$ cat config.mk
export PLATFORM = sky130hd
export DESIGN_NAME = uart_rx_param
export DESIGN_NICKNAME = d
export VERILOG_FILES = /design/src/rtl/uart_rx_param.sv
export SDC_FILE = /design/constraint.sdc
export NUM_CORES = 1
export LEC_CHECK = 0
export BUFFER_PORTS_ARGS = -buffer_cell sky130_fd_sc_hd__buf_4
export CAP_MARGIN = 5
export CELL_PAD_IN_SITES_DETAIL_PLACEMENT = 1
export CELL_PAD_IN_SITES_GLOBAL_PLACEMENT = 2
export CORE_AREA = 3 3 71 73
export DETAILED_ROUTE_END_ITERATION = 16
export DIE_AREA = 0 0 74 76
export PLACE_DENSITY_LB_ADDON = 0.05
export SLEW_MARGIN = 20
export SYNTH_ARGS = -nofsm -noshare
export SYNTH_HDL_FRONTEND = slang
export SYNTH_SLANG_ARGS = --single-unit
$ cat constraint.sdc
create_clock -name clock -period 3.1 [get_ports clock]
set_input_delay 0.62 -clock clock [delete_from_list [all_inputs] [get_ports clock]]
set_output_delay 0.62 -clock clock [all_outputs]
set_load 0.05 [all_outputs]
$ cat src/rtl/uart_rx_param.sv
`default_nettype none
// ============================================================================
// Module   : uart_rx_param
// Purpose  : Parametrised, oversampled UART receiver. Samples every bit at its
//            midpoint, rejects false start bits, supports 5..9 data bits,
//            none/odd/even parity and 1 or 2 stop bits, and reports framing,
//            parity and overrun conditions. Received words sit in a holding
//            register that the consumer drains with a valid/ready handshake.
// Ports    : clock      - system clock, rising edge
//            reset_n    - synchronous reset, active low
//            enable     - 1 = receiver armed, 0 = ignore/abort frames
//            serial_in  - asynchronous RX line, idle high
//            data       - held received word
//            valid      - holding register contains an unread frame
//            ready      - consumer accepts the held frame when valid & ready
//            parity_err - parity mismatch on the held frame
//            frame_err  - a stop bit of the held frame was sampled low
//            overrun    - single-cycle pulse: frame dropped, holder was full
//            busy       - receiver is somewhere inside a frame (not idle)
// Revision : 1.0 - initial release
// ============================================================================
module uart_rx_param #(
    parameter int CLKS_PER_BIT = 16,
    parameter int DATA_BITS    = 8,
    parameter int PARITY       = 0,
    parameter int STOP_BITS    = 1
) (
    input  logic                 clock,
    input  logic                 reset_n,
    input  logic                 enable,
    input  logic                 serial_in,
    output logic [DATA_BITS-1:0] data,
    output logic                 valid,
    input  logic                 ready,
    output logic                 parity_err,
    output logic                 frame_err,
    output logic                 overrun,
    output logic                 busy
);

    localparam int c_CNT_W = $clog2(CLKS_PER_BIT);
    localparam int c_IDX_W = $clog2(DATA_BITS + 1);

    localparam logic [c_CNT_W-1:0] c_HALF_LAST = c_CNT_W'(CLKS_PER_BIT / 2 - 1);
    localparam logic [c_CNT_W-1:0] c_BIT_LAST  = c_CNT_W'(CLKS_PER_BIT - 1);
    localparam logic [c_CNT_W-1:0] c_CNT_ONE   = c_CNT_W'(1);
    localparam logic [c_IDX_W-1:0] c_DATA_LAST = c_IDX_W'(DATA_BITS - 1);
    localparam logic [c_IDX_W-1:0] c_STOP_LAST = c_IDX_W'(STOP_BITS - 1);
    localparam logic [c_IDX_W-1:0] c_IDX_ONE   = c_IDX_W'(1);

    typedef enum logic [2:0] {
        c_ST_IDLE   = 3'd0,
        c_ST_START  = 3'd1,
        c_ST_DATA   = 3'd2,
        c_ST_PARITY = 3'd3,
        c_ST_STOP   = 3'd4,
        c_ST_BREAK  = 3'd5
    } state_t;

    // ------------------------------------------------------------------
    // Registers
    // ------------------------------------------------------------------
    logic                 r_sync1_q;
    logic                 r_rx_q;
    state_t               r_state_q;
    logic [c_CNT_W-1:0]   r_cnt_q;
    logic [c_IDX_W-1:0]   r_idx_q;
    logic [DATA_BITS-1:0] r_shift_q;
    logic                 r_par_pend_q;
    logic                 r_frm_pend_q;
    logic [DATA_BITS-1:0] r_data_q;
    logic                 r_valid_q;
    logic                 r_perr_q;
    logic                 r_ferr_q;
    logic                 r_ovr_q;

    // ------------------------------------------------------------------
    // Next-state values
    // ------------------------------------------------------------------
    state_t               w_state_d;
    logic [c_CNT_W-1:0]   w_cnt_d;
    logic [c_IDX_W-1:0]   w_idx_d;
    logic [DATA_BITS-1:0] w_shift_d;
    logic                 w_par_pend_d;
    logic                 w_frm_pend_d;
    logic [DATA_BITS-1:0] w_data_d;
    logic                 w_valid_d;
    logic                 w_perr_d;
    logic                 w_ferr_d;
    logic                 w_ovr_d;

    logic                 w_frame_done;
    logic                 w_frame_perr;
    logic                 w_frame_ferr;
    logic                 w_par_xor;
    logic                 w_par_bad;

    // XOR of all data bits together with the received parity bit: odd parity
    // wants this to be 1, even parity wants it to be 0.
    assign w_par_xor = (^r_shift_q) ^ r_rx_q;
    assign w_par_bad = (PARITY == 1) ? ~w_par_xor : w_par_xor;

    // ------------------------------------------------------------------
    // Receive FSM: next state, counters and shift register
    // ------------------------------------------------------------------
    always_comb begin
        w_state_d    = r_state_q;
        w_cnt_d      = r_cnt_q;
        w_idx_d      = r_idx_q;
        w_shift_d    = r_shift_q;
        w_par_pend_d = r_par_pend_q;
        w_frm_pend_d = r_frm_pend_q;
        w_frame_done = 1'b0;
        w_frame_perr = 1'b0;
        w_frame_ferr = 1'b0;

        case (r_state_q)
            c_ST_IDLE: begin
                if (enable && !r_rx_q) begin
                    w_state_d    = c_ST_START;
                    w_cnt_d      = '0;
                    w_idx_d      = '0;
                    w_par_pend_d = 1'b0;
                    w_frm_pend_d = 1'b0;
                end
            end

            // Half a bit period lands on the middle of the start bit; a high
            // line there means the falling edge was only a glitch.
            c_ST_START: begin
                if (r_cnt_q == c_HALF_LAST) begin
                    w_cnt_d   = '0;
                    w_idx_d   = '0;
                    w_state_d = r_rx_q ? c_ST_IDLE : c_ST_DATA;
                end else begin
                    w_cnt_d = r_cnt_q + c_CNT_ONE;
                end
            end

            c_ST_DATA: begin
                if (r_cnt_q == c_BIT_LAST) begin
                    w_cnt_d   = '0;
                    w_shift_d = {r_rx_q, r_shift_q[DATA_BITS-1:1]};
                    if (r_idx_q == c_DATA_LAST) begin
                        w_idx_d   = '0;
                        w_state_d = (PARITY != 0) ? c_ST_PARITY : c_ST_STOP;
                    end else begin
                        w_idx_d = r_idx_q + c_IDX_ONE;
                    end
                end else begin
                    w_cnt_d = r_cnt_q + c_CNT_ONE;
                end
            end

            c_ST_PARITY: begin
                if (r_cnt_q == c_BIT_LAST) begin
                    w_cnt_d      = '0;
                    w_par_pend_d = w_par_bad;
                    w_state_d    = c_ST_STOP;
                end else begin
                    w_cnt_d = r_cnt_q + c_CNT_ONE;
                end
            end

            c_ST_STOP: begin
                if (r_cnt_q == c_BIT_LAST) begin
                    w_cnt_d = '0;
                    if (!r_rx_q) begin
                        w_frm_pend_d = 1'b1;
                    end
                    if (r_idx_q == c_STOP_LAST) begin
                        w_idx_d      = '0;
                        w_frame_done = 1'b1;
                        w_frame_perr = r_par_pend_q;
                        w_frame_ferr = r_frm_pend_q | ~r_rx_q;
                        // A low final stop bit usually means a break: hold off
                        // start detection until the line returns high.
                        w_state_d    = r_rx_q ? c_ST_IDLE : c_ST_BREAK;
                    end else begin
                        w_idx_d = r_idx_q + c_IDX_ONE;
                    end
                end else begin
                    w_cnt_d = r_cnt_q + c_CNT_ONE;
                end
            end

            c_ST_BREAK: begin
                if (r_rx_q) begin
                    w_state_d = c_ST_IDLE;
                end
            end

            default: begin
                w_state_d = c_ST_IDLE;
                w_cnt_d   = '0;
                w_idx_d   = '0;
            end
        endcase

        // Disarming mid-frame abandons the frame without delivering it.
        if (!enable && (r_state_q != c_ST_IDLE)) begin
            w_state_d    = c_ST_IDLE;
            w_cnt_d      = '0;
            w_idx_d      = '0;
            w_frame_done = 1'b0;
        end
    end

    // ------------------------------------------------------------------
    // Holding register and handshake
    // ------------------------------------------------------------------
    always_comb begin
        w_data_d  = r_data_q;
        w_valid_d = r_valid_q;
        w_perr_d  = r_perr_q;
        w_ferr_d  = r_ferr_q;
        w_ovr_d   = 1'b0;

        // Transfer clears the status but leaves the last word on data.
        if (r_valid_q && ready) begin
            w_valid_d = 1'b0;
            w_perr_d  = 1'b0;
            w_ferr_d  = 1'b0;
        end

        // A completing frame may replace a word being transferred this same
        // cycle; it is only dropped when the holder stays occupied.
        if (w_frame_done) begin
            if (!r_valid_q || ready) begin
                w_data_d  = r_shift_q;
                w_valid_d = 1'b1;
                w_perr_d  = w_frame_perr;
                w_ferr_d  = w_frame_ferr;
            end else begin
                w_ovr_d = 1'b1;
            end
        end
    end

    // ------------------------------------------------------------------
    // State registers
    // ------------------------------------------------------------------
    always_ff @(posedge clock) begin
        if (!reset_n) begin
            r_sync1_q    <= 1'b1;
            r_rx_q       <= 1'b1;
            r_state_q    <= c_ST_IDLE;
            r_cnt_q      <= '0;
            r_idx_q      <= '0;
            r_shift_q    <= '0;
            r_par_pend_q <= 1'b0;
            r_frm_pend_q <= 1'b0;
            r_data_q     <= '0;
            r_valid_q    <= 1'b0;
            r_perr_q     <= 1'b0;
            r_ferr_q     <= 1'b0;
            r_ovr_q      <= 1'b0;
        end else begin
            r_sync1_q    <= serial_in;
            r_rx_q       <= r_sync1_q;
            r_state_q    <= w_state_d;
            r_cnt_q      <= w_cnt_d;
            r_idx_q      <= w_idx_d;
            r_shift_q    <= w_shift_d;
            r_par_pend_q <= w_par_pend_d;
            r_frm_pend_q <= w_frm_pend_d;
            r_data_q     <= w_data_d;
            r_valid_q    <= w_valid_d;
            r_perr_q     <= w_perr_d;
            r_ferr_q     <= w_ferr_d;
            r_ovr_q      <= w_ovr_d;
        end
    end

    assign data       = r_data_q;
    assign valid      = r_valid_q;
    assign parity_err = r_perr_q;
    assign frame_err  = r_ferr_q;
    assign overrun    = r_ovr_q;
    assign busy       = (r_state_q != c_ST_IDLE);

endmodule
`default_nettype wire

; Word-level counts from Yosys, hierarchy flattened
; Index checks and enable logic that the tools add are counted.
[totals]
out_inout_bits = 13
wordCells = 109
ff_bits = 35
input_bits = 5
[op_classes]
n_eq_ne = 17
mux = 47
n_addsub = 2
reduce_logical = 24
bitwise_logic = 6
[op_table]
columns = operator, n
row1 = 4-bit 2-to-1 mux, 8
row2 = 3-bit 2-to-1 mux, 9
row3 = 1-bit 2-to-1 mux, 24
row4 = 4-bit case mux with 5 select lines, 1
row5 = 2-bit != test (second input constant), 9
row6 = 3-bit case mux with 6 select lines, 1
row7 = 4-bit case mux with 4 select lines, 1
row8 = 4-bit by 1-bit adder with 4-bit output (second input constant), 2
row9 = 4-bit by 3-bit == test with 1-bit output (second input constant), 2
row10 = 2-bit AND reduction, 4
row11 = 8-bit AND reduction, 1
row12 = 8-bit XOR reduction, 1
row13 = 3-bit by 2-bit == test with 1-bit output (second input constant), 2
row14 = 3-bit == test (second input constant), 2
row15 = 5-bit AND reduction, 1
row16 = 4-bit == test (second input constant), 1
row17 = 4-bit zero test, 1
row18 = 1-bit inverter, 4
row19 = 1-bit case mux with 2 select lines, 2
row20 = 4-bit AND reduction, 1
row21 = 2-bit nonzero test, 2
row22 = 2-bit OR reduction, 2
row23 = 3-bit by 1-bit == test with 1-bit output (second input constant), 1
row24 = 1-bit logical AND, 3
row25 = 9 further kinds, 11

; Longest topological paths before layout
; Gate-level depths: netlist of the first run.
[logic_depth]
depth_word = 7
depth_mapped = 8
mapped_depth_nobuf = 7

; Worst setup path after synthesis of the first run
; No wires, ideal clock.
[synth_path]
kind = reg-to-reg
startpoint = register r_cnt_q[0]
endpoint = register r_state_q[2]
arrival_ns = 1.697
synth_period_minus_slack_ns = 1.767
path_slack_ns = 1.333
required_ns = 3.029
path_buffers = 0
setup_time_ns = 0.071
path_stages_with_launch = 7
path_cell_list = dfxtp_1 > ha_1 > and3_1 > a2bb2oi_1 > o211ai_1 > or3b_1 > a21oi_1
[synth_between]
elab_chain_cells = 3
word_cells_on_any_way = 7
classes_between = eq/ne: 6 / reduce/logical: 1
[synth_rtl]
columns = element, line
row1 = "start, declared", 66  ; logic [c_CNT_W-1:0] r_cnt_q;
row2 = "start signal, assigned", 262  ; r_cnt_q <= w_cnt_d;
row3 = 4-bit == test / 4-bit by 3-bit == test with 1-bit output (equally long branches), -
row4 = 2-bit != test (no line), -
row5 = 8-bit AND reduction (no line) (*), -
row6 = "end signal, assigned", 247  ; r_state_q <= c_ST_IDLE;
row7 = "end signal, assigned", 261  ; r_state_q <= w_state_d;
row8 = "end, declared", 65  ; state_t r_state_q;
; Mark *: on every way between the ends. The rest lies on a longest branch, timed or not.
; A chain may end at the register's enable or synchronous reset.

; Worst setup path after layout of the first run
[layout_path]
startpoint = register r_cnt_q[0]
endpoint = register r_data_q[5] (netlist: data[5])
[layout_between]
elab_chain_cells = 5
[layout_rtl]
columns = element, line
row1 = 4-bit == test, 166  ; if (r_cnt_q == c_BIT_LAST) begin
row2 = 1-bit 2-to-1 mux, 166
row3 = 1-bit 2-to-1 mux, 117  ; case (r_state_q)
row4 = 1-bit 2-to-1 mux, 201  ; if (!enable && (r_state_q != c_ST_IDLE)) begin
row5 = 2-bit AND reduction (no line), -
row6 = "end signal, assigned", 267  ; r_data_q <= w_data_d;
row7 = "end, declared", 71  ; logic [DATA_BITS-1:0] r_data_q;
; Every way passes these cells.

==> flow_metrics.tcl, run 1 <==
set metrics [dict create \
    internal_power_uw 618 \
    cts_resized 0 \
    worst_pin_slew_ns 0.655 \
    io_buffers 17 \
    drt-total-wl_um 3860 \
    crit_path_end_kind "register" \
    ys.warnings.count 0 \
    swShare_pct 21.9 \
    cp_num_buf_inv 1 \
    fin_area_um2 1900 \
    grt_use_met3_pct 3.69 \
    ios 18 \
    use_met2_pct 21.8 \
    clock.fmax_mhz 434 \
    status "completed" \
    max_cap_viol_count 0 \
    busiest_layer "met2" \
    seqPwrFrac_pct 57.3 \
    synth-async-reset-ratio_pct 0 \
    synth.distinct_cells 38 \
    peakVddDrop_mv 0.243 \
    tns_ns 0 \
    share_comb_of_total_power_pct 3.0 \
    grt_pass1_vias 1416 \
    fin_worst_skew_ns 0.00781 \
    critPathKind "register to register" \
    initial_core_util_pct 37.5 \
    groute.usage.overall_pct 14.9 \
    die_width_um 74 \
    slew_headroom_pct 56.3 \
    crit_top_cell "nor2_1" \
    hold_violations 0 \
    syn_avg_cell_area_um2 8.49 \
    num_vias 1400 \
    overflow 0 \
    route.detailed.wl_per_inst_um 14.5 \
    power_switching_uw 173 \
    synth_area_um2 1660 \
    clkPwrFrac_pct 39.7 \
    ctsHoldBuffers 0 \
    crit_fanout 12 \
    ant_nets 0 \
    p_leak_nw 0.688 \
    final_max_slew_viol_count 0 \
    grt_pass1_wl_um 6710 \
    dp_hpwl_um 2810 \
    cts.sinks 35 \
    cp_slowest_cell "and3_1" \
    antenna_found_initial 0 \
    cts_setup_buffers 0 \
    netlist_instances 195 \
    cp.required_ns 3.24 \
    dr.pass1.iters 3 \
    slowest_delay_ns 0.47 \
    ys_seq_elements 35 \
    antennaDiodeCount 0 \
    fin_crit_ns 2.30 \
    worst_setup_path_start_kind "register" \
    area_delta_synth_final_pct 15.0 \
    rsz0062_at_grt "false" \
    synth_fp_nets 203 \
    cpLargestDelayFamily "simple AND/OR/NAND/NOR gates" \
    cp.arrival_ns 2.45 \
    layout-drive-gt1-share_pct 13.1 \
    clk_latency_ns 0.29 \
    numPlacedInstances 257 \
    grt_max_degree 23 \
    ys.flop_type "dfxtp_1" \
    finalPower_uw 791 \
    gr-usage-met1_pct 21.1 \
    synth-edff-count 0 \
    powerDensity_nw_per_um2 415 \
    final_cells 265 \
    die_h_um 76 \
    num_rows 24 \
    hp-class "register to register" \
    coreArea_um2 4410 \
    path_cells "ha_1 -> and3_1 -> nand4_1 -> nor2_1 -> buf_4 -> mux2i_1 -> nor2_1" \
    cts_root_buf "clkbuf_8" \
    drc 0 \
    cts_tree "done" \
    drt_first_iter_violations 79 \
    place_area_um2 1820 \
    die_area_um2 5620 \
    ctsLongestPathBuffers 2 \
    clk_pin_slew_ns 0.07 \
    routed_via_density 5.28 \
    post-route-period-util_pct 74.3 \
    globalplace.congestion 0.725 \
    layout.nets 220 \
    cts_max_level 2 \
    finalSetupViolations 0 \
    yosysSeqAreaShare_pct 42.3 \
    cts_buffers 5 \
]
## final timing paths
kind	startpoint	to	slack, ns	depth (start not counted)
max reg2reg	r_cnt_q[0]	data[5]	0.80	7
min reg2reg	r_sync1_q	r_rx_q	0.42	1
min	r_sync1_q	r_rx_q	0.42	1
max	r_cnt_q[0]	data[5]	0.80	7
## per-stage QoR
step	utilization (%)	hold WS, ns	setup slack (ns)
4_1_cts	43.1	0.425	0.791
6_report	43.1	0.418	0.796
2_1_floorplan	-	0.386	1.33
3_5_place_dp	41.3	0.404	0.808
3_3_place_gp	41.3	0.399	0.914
5_1_grt	43.1	0.445	0.536
## area by class of cell
cell class | count | area, um2
clock buffer | 7 | 76.3
clock inverter | 1 | 5.00
fill | 527 | 2510
inverter | 5 | 18.8
multi-input combinational | 145 | 888
sequential | 35 | 701
tap | 52 | 65.1
timing repair buffer | 20 | 150
## cells in the final DEF, fill, tap and decap left out, types with 2 or more instances in the layout
master and instances:
dfxtp_1 35, a21oi_1 22, buf_4 20, nor2_1 19, nand2_1 16, mux2i_1 11, o21ai_0 11, nand3_1 11
xnor2_1 6, inv_1 5, nor3_1 5, nand2b_1 5, clkbuf_8 5, nand3b_1 3, or3_1 3, a2bb2oi_1 3
ha_1 3, nor2b_1 2, nor3b_1 2, and2_1 2, or3b_1 2, o211ai_1 2, a211oi_1 2, xor2_1 2
clkbuf_1 2
## cell usage after synthesis, types with 2 or more instances
master     instances  area, um2
dfxtp_1           35        701
a21oi_1           22        110
nor2_1            19       71.3
nand2_1           16       60.1
mux2i_1           11        110
nand3_1           11       55.1
o21ai_0           11       55.1
clkbuf_1           6       22.5
xnor2_1            6       52.6
inv_1              5       18.8
nand2b_1           5       31.3
nor3_1             5       25.0
a2bb2oi_1          3       26.3
ha_1               3       37.5
nand3b_1           3       22.5
or3_1              3       18.8
a211oi_1           2       15.0
and2_1             2       12.5
buf_2              2       10.0
buf_4              2       15.0
nor2b_1            2       12.5
nor3b_1            2       15.0
o211ai_1           2       15.0
or3b_1             2       17.5
xor2_1             2       17.5
## kinds of logic after synthesis
kind of cell | synth area share (%)
compound gates | 16.1
flops | 42.3
xor+xnor | 4.23
buf+inv | 4.01
fa+ha+maj | 2.27
mux | 7.33
simple gates | 23.7
## flip-flops by register name, indices dropped and copies added, names as in the netlist, 3 cells and up
| register | flops |
|---|---|
| r_idx_q | 4 |
| r_cnt_q | 4 |
| data | 8 |
| r_state_q | 3 |
| r_shift_q | 8 |
## routing by layer
metal | vias up | part of all wire [%]
li1 | 723 | -
met1 | 649 | 51
met2 | 21 | 44
met3 | 7 | 3.6
met4 | 0 | 1.4
met5 | - | 0
## power groups by stage
stage	registers (mW)	logic, mW	clock network (mW)
after floorplan	0.462	0.0150	0
final	0.453	0.0241	0.314
after global routing	0.453	0.0268	0.347
after global placement	0.463	0.0237	0
after detailed placement	0.463	0.0243	0
after CTS	0.453	0.0245	0.322
Power figures use the tool's default switching activity.
==> inputs of run 2 (changes only) <==
Settings changed: CORE_AREA 3 3 71 73 to 3 3 78 80, DIE_AREA 0 0 74 76 to 0 0 81 83.
Clock period 3.1 ns to 2 ns, I/O delays scaled along.
==> run 2 against run 1 <==
Net effect:
- routed wire length rose by 6.4%
- cell count rose by 12%
- register-to-register slack got worse by 0.63 ns
- first-iteration DRC count fell by 58%
- sequential share of layout area fell by 2.7 points
- die area rose by 20%
- total power rose by 56%
- sequential cell count did not move
- setup slack got worse by 0.65 ns
- design area rose by 8.5%
- largest cell class unchanged
- global-route usage fell by 1.3 points
==> flow_metrics.tcl, run 2 (synthesis gave the netlist of run 1 again) <==
set metrics [dict create \
    num_vias 1465 \
    drt-total-wl_um 4100 \
    grt_max_degree 17 \
    ctsHoldBuffers 0 \
    cp.arrival_ns 1.46 \
    die_width_um 81 \
    layout.nets 232 \
    final_cells 297 \
    worst_pin_slew_ns 0.326 \
    final_max_slew_viol_count 0 \
    clock.fmax_mhz 538 \
    dr.pass1.iters 3 \
    crit_top_cell "buf_4" \
    clk_pin_slew_ns 0.07 \
    groute.usage.overall_pct 13.6 \
    ctsLongestPathBuffers 2 \
    highest_layer "met4" \
    critPathKind "register to output port" \
    cts_buffers 5 \
    hp-class "input pin to register" \
    drc 0 \
    area_delta_synth_final_pct 24.9 \
    swShare_pct 22.0 \
    finalSetupViolations 0 \
    die_h_um 83 \
    layout-drive-gt1-share_pct 22.7 \
    cts_setup_buffers 0 \
    io_buffers 17 \
    routed_via_density 4.93 \
    antennaDiodeCount 0 \
    cpLargestDelayFamily "buffers and inverters" \
    nFillCells 678 \
    ios 18 \
    antenna_found_initial 0 \
    overflow 0 \
    drt_first_iter_violations 33 \
    crit_fanout 10 \
    p_leak_nw 0.758 \
    seqPwrFrac_pct 56.8 \
    cp_slowest_cell "dfxtp_2" \
    ant_nets 0 \
    share_comb_of_total_power_pct 3.7 \
    slowest_delay_ns 0.37 \
    route.detailed.wl_per_inst_um 13.8 \
    fin_crit_ns 1.86 \
    initial_core_util_pct 30.2 \
    cts.sinks 35 \
    globalplace.congestion 0.790 \
    power_switching_uw 272 \
    clkPwrFrac_pct 39.5 \
    route.met3.wl_um 139 \
    num_rows 27 \
    max_cap_viol_count 0 \
    die_area_um2 6720 \
    place_area_um2 1940 \
    internal_power_uw 963 \
    cts_tree "done" \
    rsz0062_at_grt "false" \
    numPlacedInstances 289 \
    status "completed" \
    cp_num_buf_inv 4 \
    cts_max_level 2 \
    hold_violations 0 \
    grt_pass1_vias 1510 \
    finalPower_mw 1.24 \
    peakVddDrop_mv 0.355 \
    wl_met1_um 2080 \
    worst_setup_path_start_kind "register" \
    wl_met2_um 1840 \
    crit_path_end_kind "output port" \
    tns_ns 0 \
    cp.required_ns 1.60 \
    post-route-period-util_pct 92.9 \
    slew_headroom_pct 78.1 \
    path_cells "buf_4 -> nor3_2 -> buf_4 -> inv_1 -> buf_4" \
    final_common_cell "buf_4" \
    fin_area_um2 2070 \
    cts_root_buf "clkbuf_8" \
    powerDensity_nw_per_um2 598 \
    fin_worst_skew_ns 0.00307 \
    coreArea_um2 5470 \
    clk_latency_ns 0.28 \
    dp_hpwl_um 3070 \
    final_cell_mix "32 x buf_4, 31 x dfxtp_1, 22 x a21oi_1, 19 x nor2_1, 16 x nand2_1" \
    grt_pass1_wl_um 7290 \
]
==> run 2: worst paths after layout <==
check / startpoint / to / slack, ns / cells past startpoint
setup / recovery: r_state_q[2] / busy / 0.14 / 5
setup reg to reg: r_idx_q[0] / r_state_q[2] / 0.17 / 7
hold / removal: serial_in / r_sync1_q / 0.32 / 2
hold reg to reg: r_sync1_q / r_rx_q / 0.43 / 1
==> run 2: timing repair <==
action,CTS,global route
pin swaps,0,1
gates resized for setup,2,10
hold endpoints to repair,0,0
setup endpoints to repair,1,9
cloned,0,0
==> run 2: power groups by stage <==
stage	logic (mW)	clock network, mW	registers [mW]
final	0.0458	0.488	0.702
after global routing	0.0513	0.540	0.701
after CTS	0.0460	0.513	0.701
after detailed placement	0.0459	0	0.717
after global placement	0.0448	0	0.717
after floorplan	0.0232	0	0.717
==> run 2: area by class of cell <==
cell class / count / area (um2) / share of cell area (%)
clock buffer: 7 / 76.3 / 3.69
clock inverter: 1 / 5.00 / 0.242
inverter: 5 / 18.8 / 0.908
multi-input combinational: 145 / 931 / 45.0
sequential: 35 / 706 / 34.1
tap: 72 / 90.1 / 4.36
timing repair buffer: 32 / 240 / 11.6
==> run 2: stage by stage <==
stage	hold slack, ns	setup slack [ns]	utilization, %
2_1_floorplan	0.386	0.233	-
3_3_place_gp	0.398	0.108	35.4
3_5_place_dp	0.420	0.00849	35.4
4_1_cts	0.317	0.0114	36.9
5_1_grt	0.324	0.00808	37.8
6_report	0.319	0.141	37.8
==> run 2: layer usage <==
layer	GRT usage, %	vias up
li1	-	749
met1	18.8	694
met2	20.7	18
met3	3.25	4
met4	4.15	0
met5	0	-
==> inputs of run 3 (changes only) <==
Settings changed: CORE_AREA 3 3 78 80 to 2 2 77 79, DIE_AREA 0 0 81 83 to 0 0 79 81.
Clock period 2 ns to 1.5 ns, I/O delays scaled along.
==> run 3 against run 2 <==
Net effect:
- the run now ends with setup timing left
- critical path depth increased by 1
- non-clock buffer count rose by 27
- die area shrank 4.8%
- cell count rose by 10%
- setup slack got worse by 0.37 ns
- critical endpoint is now r_state_q[2]
==> flow_metrics.tcl, run 3 (synthesis gave the netlist of run 1 again) <==
set metrics [dict create \
    final_common_cell "buf_4" \
    io_buffers 17 \
    final_cell_mix "48 x buf_4, 28 x dfxtp_1, 18 x a21oi_1, 15 x nor2_1, 15 x nand2_1" \
    status "finished, violations left" \
    wl_met2_um 2560 \
    final_max_slew_viol_count 0 \
    dr.pass1.iters 4 \
    highest_layer "met4" \
    die_area_um2 6400 \
    violations "setup timing" \
    hold_slack_ns 0.197 \
    rsz0062_at_grt "true" \
    ant_nets 0 \
    globalplace.congestion 0.830 \
    cts_tree "done" \
    slowest_delay_ns 0.41 \
    swShare_pct 22.2 \
    critPathKind "register to register" \
    ios 18 \
    clk_pin_slew_ns 0.07 \
    groute.usage.overall_pct 15.2 \
    hold_violations 0 \
    finish.utilization_pct 43.1 \
    worst_pin_slew_ns 0.329 \
    hp-class "input pin to register" \
    fin_area_um2 2450 \
    grt_pass1_wl_um 7560 \
    coreArea_um2 5680 \
    clock.fmax_mhz 577 \
    antenna_found_initial 0 \
    grt_pass1_vias 1636 \
    post-route-period-util_pct 115 \
    dp_hpwl_um 3490 \
    crit_path_end_kind "register" \
    crit_fanout 5 \
    cts_buffers 5 \
    max_cap_viol_count 0 \
    peakVddDrop_mv 0.517 \
    overflow 0 \
    seqPwrFrac_pct 56.0 \
    worst_setup_path_start_kind "register" \
    cp.arrival_ns 1.95 \
    cts_root_buf "clkbuf_8" \
    antennaDiodeCount 0 \
    route.detailed.wl_per_inst_um 14.3 \
    area_delta_synth_final_pct 47.8 \
    path_cells "buf_6 -> or3_4 -> a21oi_4 -> o211ai_1 -> or3b_1 -> a21oi_2" \
    layout-drive-gt1-share_pct 39.7 \
    grt_max_degree 17 \
    fin_crit_ns 1.73 \
    finalPower_mw 1.66 \
    finalSetupViolations 19 \
    drt_first_iter_violations 27 \
    drc 0 \
    drt-total-wl_um 4690 \
    clkPwrFrac_pct 39.3 \
    setup_ws_ns -0.232 \
    clk_latency_ns 0.28 \
    route.met3.wl_um 85 \
    routed_via_density 4.87 \
    num_vias 1591 \
    num_rows 28 \
    place_area_um2 2140 \
    power_switching_uw 369 \
    cts_max_level 2 \
    die_width_um 79 \
    internal_power_mw 1.29 \
    cp.required_ns 1.72 \
    ctsLongestPathBuffers 2 \
    reg2reg_slack_ns -0.23 \
    powerDensity_nw_per_um2 678 \
    cts.sinks 35 \
    share_comb_of_total_power_pct 4.7 \
    post-place-ws_ns -0.264 \
    cp_slowest_cell "or3b_1" \
    nFillCells 686 \
    die_h_um 81 \
    fin_worst_skew_ns 0.00499 \
    p_leak_nw 0.921 \
    slew_headroom_pct 77.9 \
    layout.nets 259 \
    wl_met1_um 1990 \
    initial_core_util_pct 29.2 \
]
## run 3: final cells by class
type / count / area, um2 / area share (%)
clock inverter: 1 / 5.00 / 0.204
tap: 75 / 93.8 / 3.83
clock buffer: 7 / 76.3 / 3.12
inverter: 5 / 21.3 / 0.869
timing repair buffer: 59 / 490 / 20.0
sequential: 35 / 714 / 29.2
multi-input combinational: 145 / 1050 / 42.7
## run 3: worst max-delay path: cells and delay by family (launching register included)
family                 cells  cell delay [ns]
AND/OR/NAND/NOR            2             0.79
AO/OA/AOI/OAI              3             0.40
flip-flops                 1             0.34
buffers and inverters      1             0.13
## run 3: stage by stage
step	cells	TNS (ns)
after floorplan	195	-1.67
after detailed placement	312	-3.34
final	327	-2.65
after CTS	324	-2.73
after global placement	312	-2.66
after global routing	327	-4.59
## run 3: path summary, 6_finish.rpt
path,start,cells after the start,endpoint
worst max-delay path,r_state_q[2],6,r_state_q[2]
worst min-delay path,serial_in,2,r_sync1_q
worst max register to register,r_state_q[2],6,r_state_q[2]
worst min register to register,r_sync1_q,1,r_rx_q
## run 3: timing repair
action | in CTS | in global routing
hold buffers | 0 | 0
buffers inserted | 4 | 4
pin swaps | 9 | 10
cloned | 0 | 1
resized for setup | 31 | 18
setup endpoints to repair | 27 | 30
## run 3: power by group through the flow
stage / registers (mW) / clock network [mW] / logic [mW]
CTS: 0.930 / 0.690 / 0.0765
finish: 0.930 / 0.652 / 0.0776
detailed placement: 0.955 / 0 / 0.0747
global route: 0.930 / 0.723 / 0.0844
global placement: 0.955 / 0 / 0.0727
floorplan: 0.955 / 0 / 0.0322
## run 3: routing by layer
layer  vias to the layer above  global-route usage (%)
met3                         6                    3.11
li1                        802                       -
met2                        11                    28.1
met4                         0                    6.03
met1                       772                    17.2
met5                         -                       0
